===== src/rtl/seg_scan_ctrl.sv =====
// Multiplexed 7-segment scan controller: one-deep pending buffer, blanked digit
// changes for a registered shared decoder, and frame-aligned value promotion.
module seg_scan_ctrl #(
    parameter int NUM_DIGITS   = 4,
    parameter int DWELL_CYCLES = 50000,
    parameter int BLANK_CYCLES = 2
) (
    input  logic                    clk,
    input  logic                    rst_n,
    input  logic                    load_valid,
    input  logic [4*NUM_DIGITS-1:0] load_data,
    input  logic                    load_lz,
    output logic                    load_ready,
    output logic [3:0]              dec_value,
    output logic [NUM_DIGITS-1:0]   oAn,
    output logic                    frame_done
);
    localparam int DW = 4 * NUM_DIGITS;
    localparam int CW = $clog2(DWELL_CYCLES);
    localparam int SW = $clog2(NUM_DIGITS);
    localparam logic [CW-1:0] LAST_CNT   = CW'(DWELL_CYCLES - 1);
    localparam logic [CW-1:0] BLANK_LAST = CW'(BLANK_CYCLES - 1);
    localparam logic [SW-1:0] LAST_SLOT  = SW'(NUM_DIGITS - 1);

    generate
        if (NUM_DIGITS < 2 || NUM_DIGITS > 8) begin : g_bad_digits
            $error("seg_scan_ctrl: NUM_DIGITS must be in 2..8");
        end
        if (BLANK_CYCLES < 2 || BLANK_CYCLES >= DWELL_CYCLES) begin : g_bad_blank
            $error("seg_scan_ctrl: need 2 <= BLANK_CYCLES < DWELL_CYCLES");
        end
    endgenerate

    typedef enum logic {ST_BLANK, ST_SHOW} state_t;

    state_t                state_q, state_d;
    logic [CW-1:0]         cnt_q, cnt_d;
    logic [SW-1:0]         slot_q, slot_d;
    logic [DW-1:0]         act_q, act_d;
    logic                  act_lz_q, act_lz_d;
    logic [DW-1:0]         pend_q, pend_d;
    logic                  pend_lz_q, pend_lz_d;
    logic                  pend_full_q, pend_full_d;
    logic                  ready_q;
    logic [3:0]            dec_q, dec_d;
    logic [NUM_DIGITS-1:0] an_q, an_d;
    logic                  fd_q, fd_d;
    logic [NUM_DIGITS-1:0] suppress;
    logic                  boundary;
    logic                  transfer;

    assign boundary = (state_q == ST_SHOW) && (cnt_q == LAST_CNT) && (slot_q == LAST_SLOT);
    assign transfer = load_valid && ready_q;

    always_comb begin
        state_d     = state_q;
        cnt_d       = cnt_q + CW'(1);
        slot_d      = slot_q;
        act_d       = act_q;
        act_lz_d    = act_lz_q;
        pend_d      = pend_q;
        pend_lz_d   = pend_lz_q;
        pend_full_d = pend_full_q;

        case (state_q)
            ST_BLANK: begin
                if (cnt_q == BLANK_LAST) begin
                    state_d = ST_SHOW;
                end
            end
            default: begin
                if (cnt_q == LAST_CNT) begin
                    state_d = ST_BLANK;
                    cnt_d   = '0;
                    slot_d  = (slot_q == LAST_SLOT) ? '0 : slot_q + SW'(1);
                end
            end
        endcase

        // Promotion looks at the old full bit, so a same-edge capture waits a frame.
        if (boundary && pend_full_q) begin
            act_d       = pend_q;
            act_lz_d    = pend_lz_q;
            pend_full_d = 1'b0;
        end
        if (transfer) begin
            pend_d      = load_data;
            pend_lz_d   = load_lz;
            pend_full_d = 1'b1;
        end
    end

    // Output registers are loaded from next-state values so they align with the FSM.
    genvar gi;
    generate
        for (gi = 0; gi < NUM_DIGITS; gi++) begin : g_digit
            if (gi == 0) begin : g_lsd
                assign suppress[gi] = 1'b0;
            end else begin : g_upper
                assign suppress[gi] = act_lz_d && (act_d[DW-1:4*gi] == '0);
            end
            assign an_d[gi] = !((state_d == ST_SHOW) && (slot_d == SW'(gi)) && !suppress[gi]);
        end
    endgenerate

    assign dec_d = act_d[{slot_d, 2'b00} +: 4];
    assign fd_d  = (state_d == ST_SHOW) && (slot_d == LAST_SLOT) && (cnt_d == LAST_CNT);

    always_ff @(posedge clk or negedge rst_n) begin
        if (!rst_n) begin
            state_q     <= ST_BLANK;
            cnt_q       <= '0;
            slot_q      <= '0;
            act_q       <= '0;
            act_lz_q    <= 1'b0;
            pend_q      <= '0;
            pend_lz_q   <= 1'b0;
            pend_full_q <= 1'b0;
            ready_q     <= 1'b1;
            dec_q       <= 4'h0;
            an_q        <= '1;
            fd_q        <= 1'b0;
        end else begin
            state_q     <= state_d;
            cnt_q       <= cnt_d;
            slot_q      <= slot_d;
            act_q       <= act_d;
            act_lz_q    <= act_lz_d;
            pend_q      <= pend_d;
            pend_lz_q   <= pend_lz_d;
            pend_full_q <= pend_full_d;
            ready_q     <= !pend_full_d;
            dec_q       <= dec_d;
            an_q        <= an_d;
            fd_q        <= fd_d;
        end
    end

    assign load_ready = ready_q;
    assign dec_value  = dec_q;
    assign oAn        = an_q;
    assign frame_done = fd_q;

endmodule


===== config.mk =====
export PLATFORM = sky130hd
export DESIGN_NAME = seg_scan_ctrl
export DESIGN_NICKNAME = d
export VERILOG_FILES = /design/src/rtl/seg_scan_ctrl.sv
export SDC_FILE = /design/constraint.sdc
export NUM_CORES = 1
export LEC_CHECK = 0
export CELL_PAD_IN_SITES_DETAIL_PLACEMENT = 1
export CELL_PAD_IN_SITES_GLOBAL_PLACEMENT = 1
export CORE_UTILIZATION = 46
export DETAILED_ROUTE_END_ITERATION = 8
export PLACE_DENSITY_LB_ADDON = 0.15
export SKIP_LAST_GASP = 1
export SYNTH_ARGS = -nofsm -noshare
export SYNTH_HDL_FRONTEND = slang
export SYNTH_SLANG_ARGS = --single-unit

===== constraint.sdc =====
create_clock -name clk -period 4.05 [get_ports clk]
set_input_delay 1.215 -clock clk [delete_from_list [all_inputs] [get_ports clk]]
set_output_delay 1.215 -clock clk [all_outputs]
set_load 0.05 [all_outputs]

After elaboration in Yosys (flattened, before gate mapping)
Cells that the tools add are included.
{ "classes": {"add_sub_neg": 2, "n_eq_ne": 7, "shift": 1, "muxes": 12, "n_reduce_logical": 27} }
{ "ops": {"columns": ["op", "n"], "rows": [
  ["16-bit 2-to-1 mux", 3],
  ["16-bit equality test (second input constant)", 2],
  ["16-bit by 1-bit adder with 16-bit output (second input constant)", 1],
  ["16-bit by 1-bit equality test with 1-bit output (second input constant)", 1],
  ["16-bit by 5-bit indexed part select with 4-bit output", 1],
  ["1-bit logical AND", 15],
  ["12-bit zero test", 1],
  ["1-bit zero test", 8],
  ["8-bit zero test", 1],
  ["2-bit equality test (second input constant)", 3],
  ["1-bit 2-to-1 mux", 6],
  ["2-bit 2-to-1 mux", 3],
  ["4-bit zero test", 1],
  ["2-bit by 1-bit adder with 2-bit output (second input constant)", 1],
  ["2-bit by 1-bit equality test with 1-bit output (second input constant)", 1],
  ["2-bit zero test", 1]
]} }
{ "word_totals": {"register_bits": 64, "output_inout_bits": 10, "elab_cells": 61} }

Longest topological paths before layout
{ "depth": {"word_depth": 10, "depth_mapped": 8} }

Least setup slack after synthesis
Ideal clock, no wire load.
{ "synth_path": {"path_kind": "register -> register", "from": "register cnt_q[7]", "to": "register dec_q[2] (netlist: dec_value[2])", "setup_ps": 125, "t_arrival_ps": 2733, "required_time_ps": 3925, "slack_ps": 1193, "stages_incl_launch_ff": 9, "n_path_buf": 2, "cell_sequence": "dfrtp_1 -> buf_6 -> or4_4 -> or4_4 -> nor3_2 -> buf_2 -> mux2_2 -> mux2_1 -> mux2_2"} }
{ "synth_between": {"elab_chain_len": 6} }
{ "synth_lines": {"columns": ["item", "line", "rtl"], "rows": [
  ["start, declared", "37", "logic [CW-1:0] cnt_q, cnt_d;"],
  ["start signal, assigned", "125", "cnt_q <= cnt_d;"],
  ["16-bit equality test", "52", "assign boundary = (state_q == ST_SHOW) && (cnt_q == LAST_CNT) && (slot_q == LAST_SLOT);"],
  ["1-bit logical AND (2 in a row)", "52", null],
  ["1-bit logical AND", "81", "if (boundary && pend_full_q) begin"],
  ["16-bit 2-to-1 mux", "81", null],
  ["via act_d[10]", "39", "logic [DW-1:0] act_q, act_d;"],
  ["16-bit by 5-bit indexed part select with 4-bit output", "106", "assign dec_d = act_d[{slot_d, 2'b00} +: 4];"],
  ["via dec_d[2]", "45", "logic [3:0] dec_q, dec_d;"],
  ["end signal, assigned", "120", "dec_q <= 4'h0;"],
  ["end signal, assigned", "133", "dec_q <= dec_d;"],
  ["end, declared", "45", null]
]} }
The timed path passes the listed nets, and every way through them passes these cells.
A chain may end at the register's enable or synchronous reset.

Worst setup path after layout
{ "layout_path": {"from": "register cnt_q[7]", "to": "register dec_q[3] (netlist: dec_value[3])"} }
Same word-level chain as after synthesis.

==> flow_results.org <==
** Outcome
- Status :: completed

** Critical path
- STA classifies the critical path startpoint as a register.
- Data on the critical path arrives at its endpoint at about 3.3 ns.
- Data on the critical path is required at its endpoint by roughly 4.3 ns.
- Max FO, Critical Path :: 20
- Register-to-register setup slack :: 0.99 ns
- The worst setup path is of the register to register kind.
- Critical Path End Type :: register
- The endpoint identified for the worst register-to-register timing path is dec_value[3].
- Reg2Reg Launch Point :: cnt_q[7]
- Count of cells along the worst register-to-register path :: 7

** Worst hold path
- The worst hold path terminates at act_q[3].
- WHS Path Cells :: 1
- The worst hold path begins at act_q[3].
- Worst min path class :: register to register

** Route
- In the routed design, unresolved DRC markers number 0.
- The detailed router finished its first iteration with between 100 and 150 violations.
- In this run the remaining antenna-violating nets after routing total 0.
- The routed design has ~6000 um of wire.
- Post-detailed-route wirelength per cell :: about 17 um
- Using the TritonRoute via totals, the vias-per-cell ratio works out to approximately 5.5.
- Via count :: 1918
- For this run, the detailed router's first-pass iteration total came to 4.

** Synthesis
- After synthesis, the mean cell area works out to roughly 13 sq um.
- Yosys reg bits :: 64
- Leading cell types by total area after synthesis :: dfrtp_1 51%, mux2_2 11%, mux2_1 7.0%
- When the netlist entered floorplanning its net count stood at 254.
- Synthesis produced 231 cells.
- In this run the biggest area consumer among cell types represents 51.0% of the synthesized area.
- Synth Warn # :: 0
- Among all flip-flop cells after synthesis, the most frequent one is dfrtp_1.
- Of all flip-flops after synthesis, the portion carrying an async set or reset was between 90% and 100%.
- Yosys mapped a number of flops with a built-in enable equal to 0.
- Share of the yosys chip area belonging to registers :: between 50% and 60%
- Yosys cell types :: 39
- The biggest area contributor in the post-synthesis netlist is dfrtp_1.
- Cell Area, Synth :: ~2900 sq um

** Clock network
- Clock transition at path regs :: ~0.070 ns
- The clock passes through at most 2 buffers.
- TritonCTS built the clock tree.
- Library cell used as clock root buffer :: clkbuf_8
- Post-CTS repair changed the size of 0 cells.
- Counting every sink on the clock net gives between 60 and 70.
- For this design, the CTS-stage hold fixing added 0 buffers.
- The number of setup buffers added after CTS is 0.
- Worst-Skew Late Latency :: between 0.3 and 0.4 ns
- Total number of H-tree levels :: 3
- Num CTS Buffers :: 9

** STA
- Timing would allow up to 0.326 GHz.
- The count of endpoints failing hold in the final timing report came to 0.
- Setup violations remaining at the end of the flow were counted as 0.
- Measured slew at the worst slew-check pin :: 1.04 ns
- Accumulated negative setup slack :: 0 ns
- Of the available clock period, the critical path in the final layout requires between 70 and 80%.
- Across the routed clock network, the largest skew measured is about 0.0084 ns.
- Slew HR :: a little under a third
- Setup repair after global routing left no endpoint under its margin.
- Max-slew violations :: 0
- Clock period minus worst slack :: ~3.1 ns

** Placed design
- The congestion estimate from routability-driven global placement came to 0.815.
- DP HPWL :: 4380 um
- Counting tap cells, the placed design contains a total of 330 instances.
- Port-buffer cells :: 29
- Dpl cell area :: 3250 sq um

** GRT
- Pin count of the biggest net entering global routing :: 48
- Global route overflow :: 0
- Global routing used about 22% of the available tracks.
- The initial antenna violation count was 0.
- The first global-routing pass estimated roughly 11000 um of wire.
- The via count of the first global-routing pass is a little over 2000.

** Power
- IR analysis of the VDD net gives a maximum drop of approximately 0.00027 V.
- Leakage component of the power :: about 1.6 nW
- Sum of internal, switching and leakage power :: ~1.5 mW
- Power spread over the standard cell area amounts to roughly 430 nW/um^2.

** Floorplan
- CORE AREA :: between 5000 and 6000 sq um
- Placement Rows :: 28
- Once the floorplan was initialized, standard cells occupied around 48% of the core.
- Num ports :: 30
- Die Span X :: between 80 and 90 um
- Area of the die :: approximately 6600 sq um
- The die is between 80 and 90 um tall.

** Finish
- Compared with the post-synthesis result, the final layout area differs by 20.6%.
- Final core area utilization :: about 58%
- In the final design database the tool counted between 200 and 300 nets.
- Cells with a size suffix above 1 make up between 20% and 30% of the layout.
- Fillcell total :: just over 600
- The library cell used most frequently in the layout, excluding fill and tap cells, is dfrtp_1.
- Most frequent cells in the layout :: 59 x dfrtp_1, 28 x mux2_2, 28 x clkdlybuf4s50_1
- The number of antenna diodes in the final layout is 0.
- The finished layout holds around 350 standard cells, fillers aside.
- Cell area after layout :: 3490 sq um

** Flow run
- Max-cap violations :: 0
## layer usage
metal | track usage, % | wire, um | vias up
met3 | 3.71 | 177 | 7
met2 | 31.3 | 2760 | 35
li1 | - | - | 906
met4 | 10.2 | 77 | 0
met1 | 32.0 | 3020 | 970
met5 | 0 | 0 | -
## worst max-delay path: stages (launching register included)
cell	delay, ns
dfrtp_1	0.46
or4_4	0.54
or4_4	0.47
nor3_2	0.19
buf_4	0.30
mux2_1	0.40
mux2_1	0.32
mux2_2	0.26
## report_power, final
group | total, mW | switching [mW] | internal (mW)
sequential | 0.733 | 0.0395 | 0.693
combinational | 0.0959 | 0.0351 | 0.0608
clock | 0.655 | 0.248 | 0.407
total | 1.48 | 0.322 | 1.16
## layout make-up
class | instances | area [sq um] | area share, %
clock inverter | 6 | 108 | 3.08
sequential | 64 | 1610 | 46.1
multi-input combinational | 153 | 1220 | 34.9
clock buffer | 10 | 128 | 3.66
tap | 75 | 93.8 | 2.69
timing repair buffer | 33 | 315 | 9.04
inverter | 5 | 18.8 | 0.538
## metrics by stage
stage	setup WS (ns)	hold WS [ns]
5_1_grt	0.870	0.523
3_3_place_gp	1.06	0.477
6_report	0.986	0.489
4_1_cts	0.984	0.495
3_5_place_dp	1.01	0.478
2_1_floorplan	1.19	0.451
## cell usage after synthesis (all sizes together), types with 2 or more instances
cell type and n:
clkbuf 5, nor2 17, mux2i 3, and4 4
ha 3, dfrtp 59, o21ai 2, nand4 6
xnor2 8, mux2 46, nand3 8, or3 3
buf 4, nor4b 2, inv 5, nor3 4
nand2 13, xor2 6, or4 6, nor4 8
a21oi 3, and3 4, dfstp 5
## cells by family after synthesis
group | Yosys count | synth area share, %
and+or+nand+nor | 78 | 15.6
DFF | 64 | 55.6
muxes | 49 | 19.1
xor gates and xnor gates | 14 | 4.24
buffers and inverters | 14 | 2.29
AOI/OAI and AO/OA | 9 | 1.90
adders and majority gates | 3 | 1.30
## registers in the layout, summed over array words and instances (netlist names)
| register | count |
|---|---|
| dec_value | 4 |
| state_q | 1 |
| oAn | 4 |
| pend_full_q | 1 |
| load_ready | 1 |
| act_lz_q | 1 |
| act_q | 16 |
| slot_q | 2 |
| frame_done | 1 |
| pend_q | 16 |
| cnt_q | 16 |
| pend_lz_q | 1 |
## worst max-delay path by stage
stage          startpoint      endpoint  slack [ns]  cells past startpoint
2_1_floorplan    cnt_q[7]  dec_value[2]        1.19                      8
5_1_grt          cnt_q[7]  dec_value[1]        0.87                      6
4_1_cts          cnt_q[7]  dec_value[3]        0.98                      7
3_5_place_dp     cnt_q[7]  dec_value[3]        1.01                      7
6_report         cnt_q[7]  dec_value[3]        0.99                      7
3_3_place_gp     cnt_q[7]  dec_value[3]        1.06                      7
Power figures use the tool's default switching activity.
==> patch, RTL diff (config.mk and constraints unchanged) <==
Make the reset (`rst_n`) synchronous in one clocked block.
--- a/src/rtl/seg_scan_ctrl.sv
+++ b/src/rtl/seg_scan_ctrl.sv
@@ -108,3 +108,3 @@
 
-    always_ff @(posedge clk or negedge rst_n) begin
+    always_ff @(posedge clk) begin
         if (!rst_n) begin
Formal check against the unedited RTL: differs if rst_n is asserted again (counterexample within 4 cycles, from zero or initial values and one cycle with rst_n low); with rst_n held inactive, the same outputs for 10 cycles.
==> patch against the unedited design <==
  * Setup slack improved by 0.14 ns
  * Maximum frequency rose by 4.7%
  * Final area fell by 4.8%
  * Sequential share of layout area fell by 7.5 points
  * Combinational power fell by 16%
  * Area after synthesis fell by 2.6%
  * Via count rose by 14%
  * Power fell by 14%
  * Wire length rose by 4.9%
  * Sequential cell count did not move
  * Global-route usage rose by 0.11 points
  * Critical endpoint is now dec_value[3]
  * Largest power group unchanged
==> patch: results (changes against the unedited design) <==
----------------------------------------------------
[Synthesis]
  Number of synthesized flops with an enable pin ... 0 (unchanged)
  Synth top area cells ... sky130_fd_sc_hd__dfxtp_1 45%, sky130_fd_sc_hd__mux2i_1 9.2%, sky130_fd_sc_hd__nand2_1 6.9%
  Distinct cell type count of the synthesized netlist ... 41 (+5.1%)
  Share of synthesized registers carrying an async set or reset ... 0 (-1.000)
  Nets in the synthesized netlist ... 327 (+29%)
  Ys Warns ... 0 (unchanged)
  Seq/Total Area, Yosys ... 0.4547 (-0.1011)
  Top cells by count, synth ... 64 x sky130_fd_sc_hd__dfxtp_1, 52 x sky130_fd_sc_hd__nand2_1, 26 x sky130_fd_sc_hd__mux2i_1
  Cell type contributing the most total cell area after synthesis ... sky130_fd_sc_hd__dfxtp_1

[GRT]
  Pin count of the biggest net entering global routing ... 40 (-17%)
  Met3 track utilization from global routing ... 0.07045 (+0.03338)
  Busiest layer in global routing ... met2
  First-pass GRT wire length ... 10.53 mm (-0.27%)
  Met1 Track Usage GR ... 0.2580 (-0.06207)
  Number of global-route vias before repair ... 2,204 (+8.9%)
  Global-route usage over all layers ... 0.2198 (+0.001092)
  Routing usage on met2 ... 0.3752 (+0.06271)

[Timing]
  Max Clock Skew ... 0.008617 ns (+0.0002311 ns)
  Max Transition Viols Final ... 0 (unchanged)
  Slew margin rel. ... 0.5390 (+0.2312)

[Placement]
  Sum of net half-perimeters after detailed placement ... 4.579 mm (+4.6%)
  Total cell area at the placement stage ... 0.003133 mm2 (-3.7%)
  Weighted congestion reported at the end of routability-driven placement ... 0.8752 (+7.3%)

[Finish]
  Layout cell share with drive strength beyond 1 ... 0.09226 (-0.1255)
  NumNets Final ... 354 (+22%)
  Ant diodes ... 0 (unchanged)

[Critical path]
  Worst-path cell with the longest stage delay ... sky130_fd_sc_hd__or4_1
  Critical Path AT ... 3.16 ns (-0.12 ns)
  Maximum single-stage delay on the critical path ... 0.68 ns (+0.14 ns)
  Largest fanout on the critical path ... 20 (unchanged)

[Clocking]
  Clock root buffer ... sky130_fd_sc_hd__clkbuf_8
  Inserted Clock Buffers ... 9 (unchanged)
  Number of instances resized during post-cts repair ... 0 (unchanged)
  Clock-pin slew of the registers on the worst-case setup and hold paths ... 0.07 ns (about the same)
  Buffer levels on the longest clock path ... 2 (unchanged)
  Post-CTS Repair Setup Buffers ... 0 (unchanged)
  H-tree depth reported by CTS ... 3 (unchanged)

[Status]
  Outcome ... completed

[Route]
  Length of routed wiring on met1 ... 2.854 mm (-5.5%)
  Number of nets with antenna violations after detailed routing ... 0 (unchanged)
  TritonRoute pass-1 iters ... 4 (unchanged)
  Detail-routed via count per cell ... 5.336 (-3.7%)
  Met2 WL post-DR ... 3.208 mm (+16%)
  Total detailed-routing wirelength ... 6.330 mm (+4.9%)
  Iter 0 DRT Violations ... 49 (-59%)
  Top sig layer ... met4
  WL met3 ... 193 um (+9.0%)

[Power and ir drop]
  Peak supply drop ... 0.2312 mV (-14%)
  Leakage power ... 1.219 nW (-23%)

----------------------------------------------------
patch: cell type report:
type	count	area [um2]
fillers	684	2600
multi-input cells	220	1430
flip-flops and latches	64	1281
repair buffers	32	312.8
clock buffers	10	127.6
well taps	75	93.84
clock inverters	6	60.06
inverters	4	15.01
patch: path summary, 6_finish.rpt:
| kind | startpoint | slack, ns | to | cells after the start |
|---|---|---|---|---|
| hold reg to reg | act_lz_q | 0.47 | act_lz_q | 2 |
| setup / recovery | cnt_q[0] | 1.12 | dec_value[3] | 8 |
| setup reg to reg | cnt_q[0] | 1.12 | dec_value[3] | 8 |
| hold / removal | act_lz_q | 0.47 | act_lz_q | 2 |
patch: worst max-delay path: cells and delay by family, from the launching register on:
kind | cells | cell delay [ns]
muxes | 2 | 0.45
DFF | 1 | 0.45
AOI/OAI and AO/OA | 1 | 0.27
buffers and inverters | 1 | 0.33
and+or+nand+nor | 3 | 1.02
adders and majority gates | 1 | 0.30
patch: cell families after synthesis:
family / after synthesis / share of synthesized area
adders and majority gates: 3 / 0.01332
AOI/OAI and AO/OA: 38 / 0.1004
buffers and inverters: 20 / 0.03774
and+or+nand+nor: 138 / 0.2500
xor gates and xnor gates: 14 / 0.04352
muxes: 27 / 0.1004
DFF: 64 / 0.4547
patch: stage by stage:
step                std cells  worst slack [ns]  hold WS [ns]  power [mW]
finish                    411             1.124        0.4692       1.271
global route              411            0.9356        0.5117       1.327
CTS                       411             1.096        0.4726       1.288
detailed placement        395             1.108        0.4614      0.7565
global placement          395             1.231        0.4516      0.7533
floorplan                 304             1.494        0.4364      0.7182
patch: power by group:
part	internal, mW	leakage, nW	switching, mW
registers	0.646	0.520	0.0148
clock network	0.281	0.0920	0.250
logic	0.0390	0.607	0.0413
total	0.966	1.22	0.306
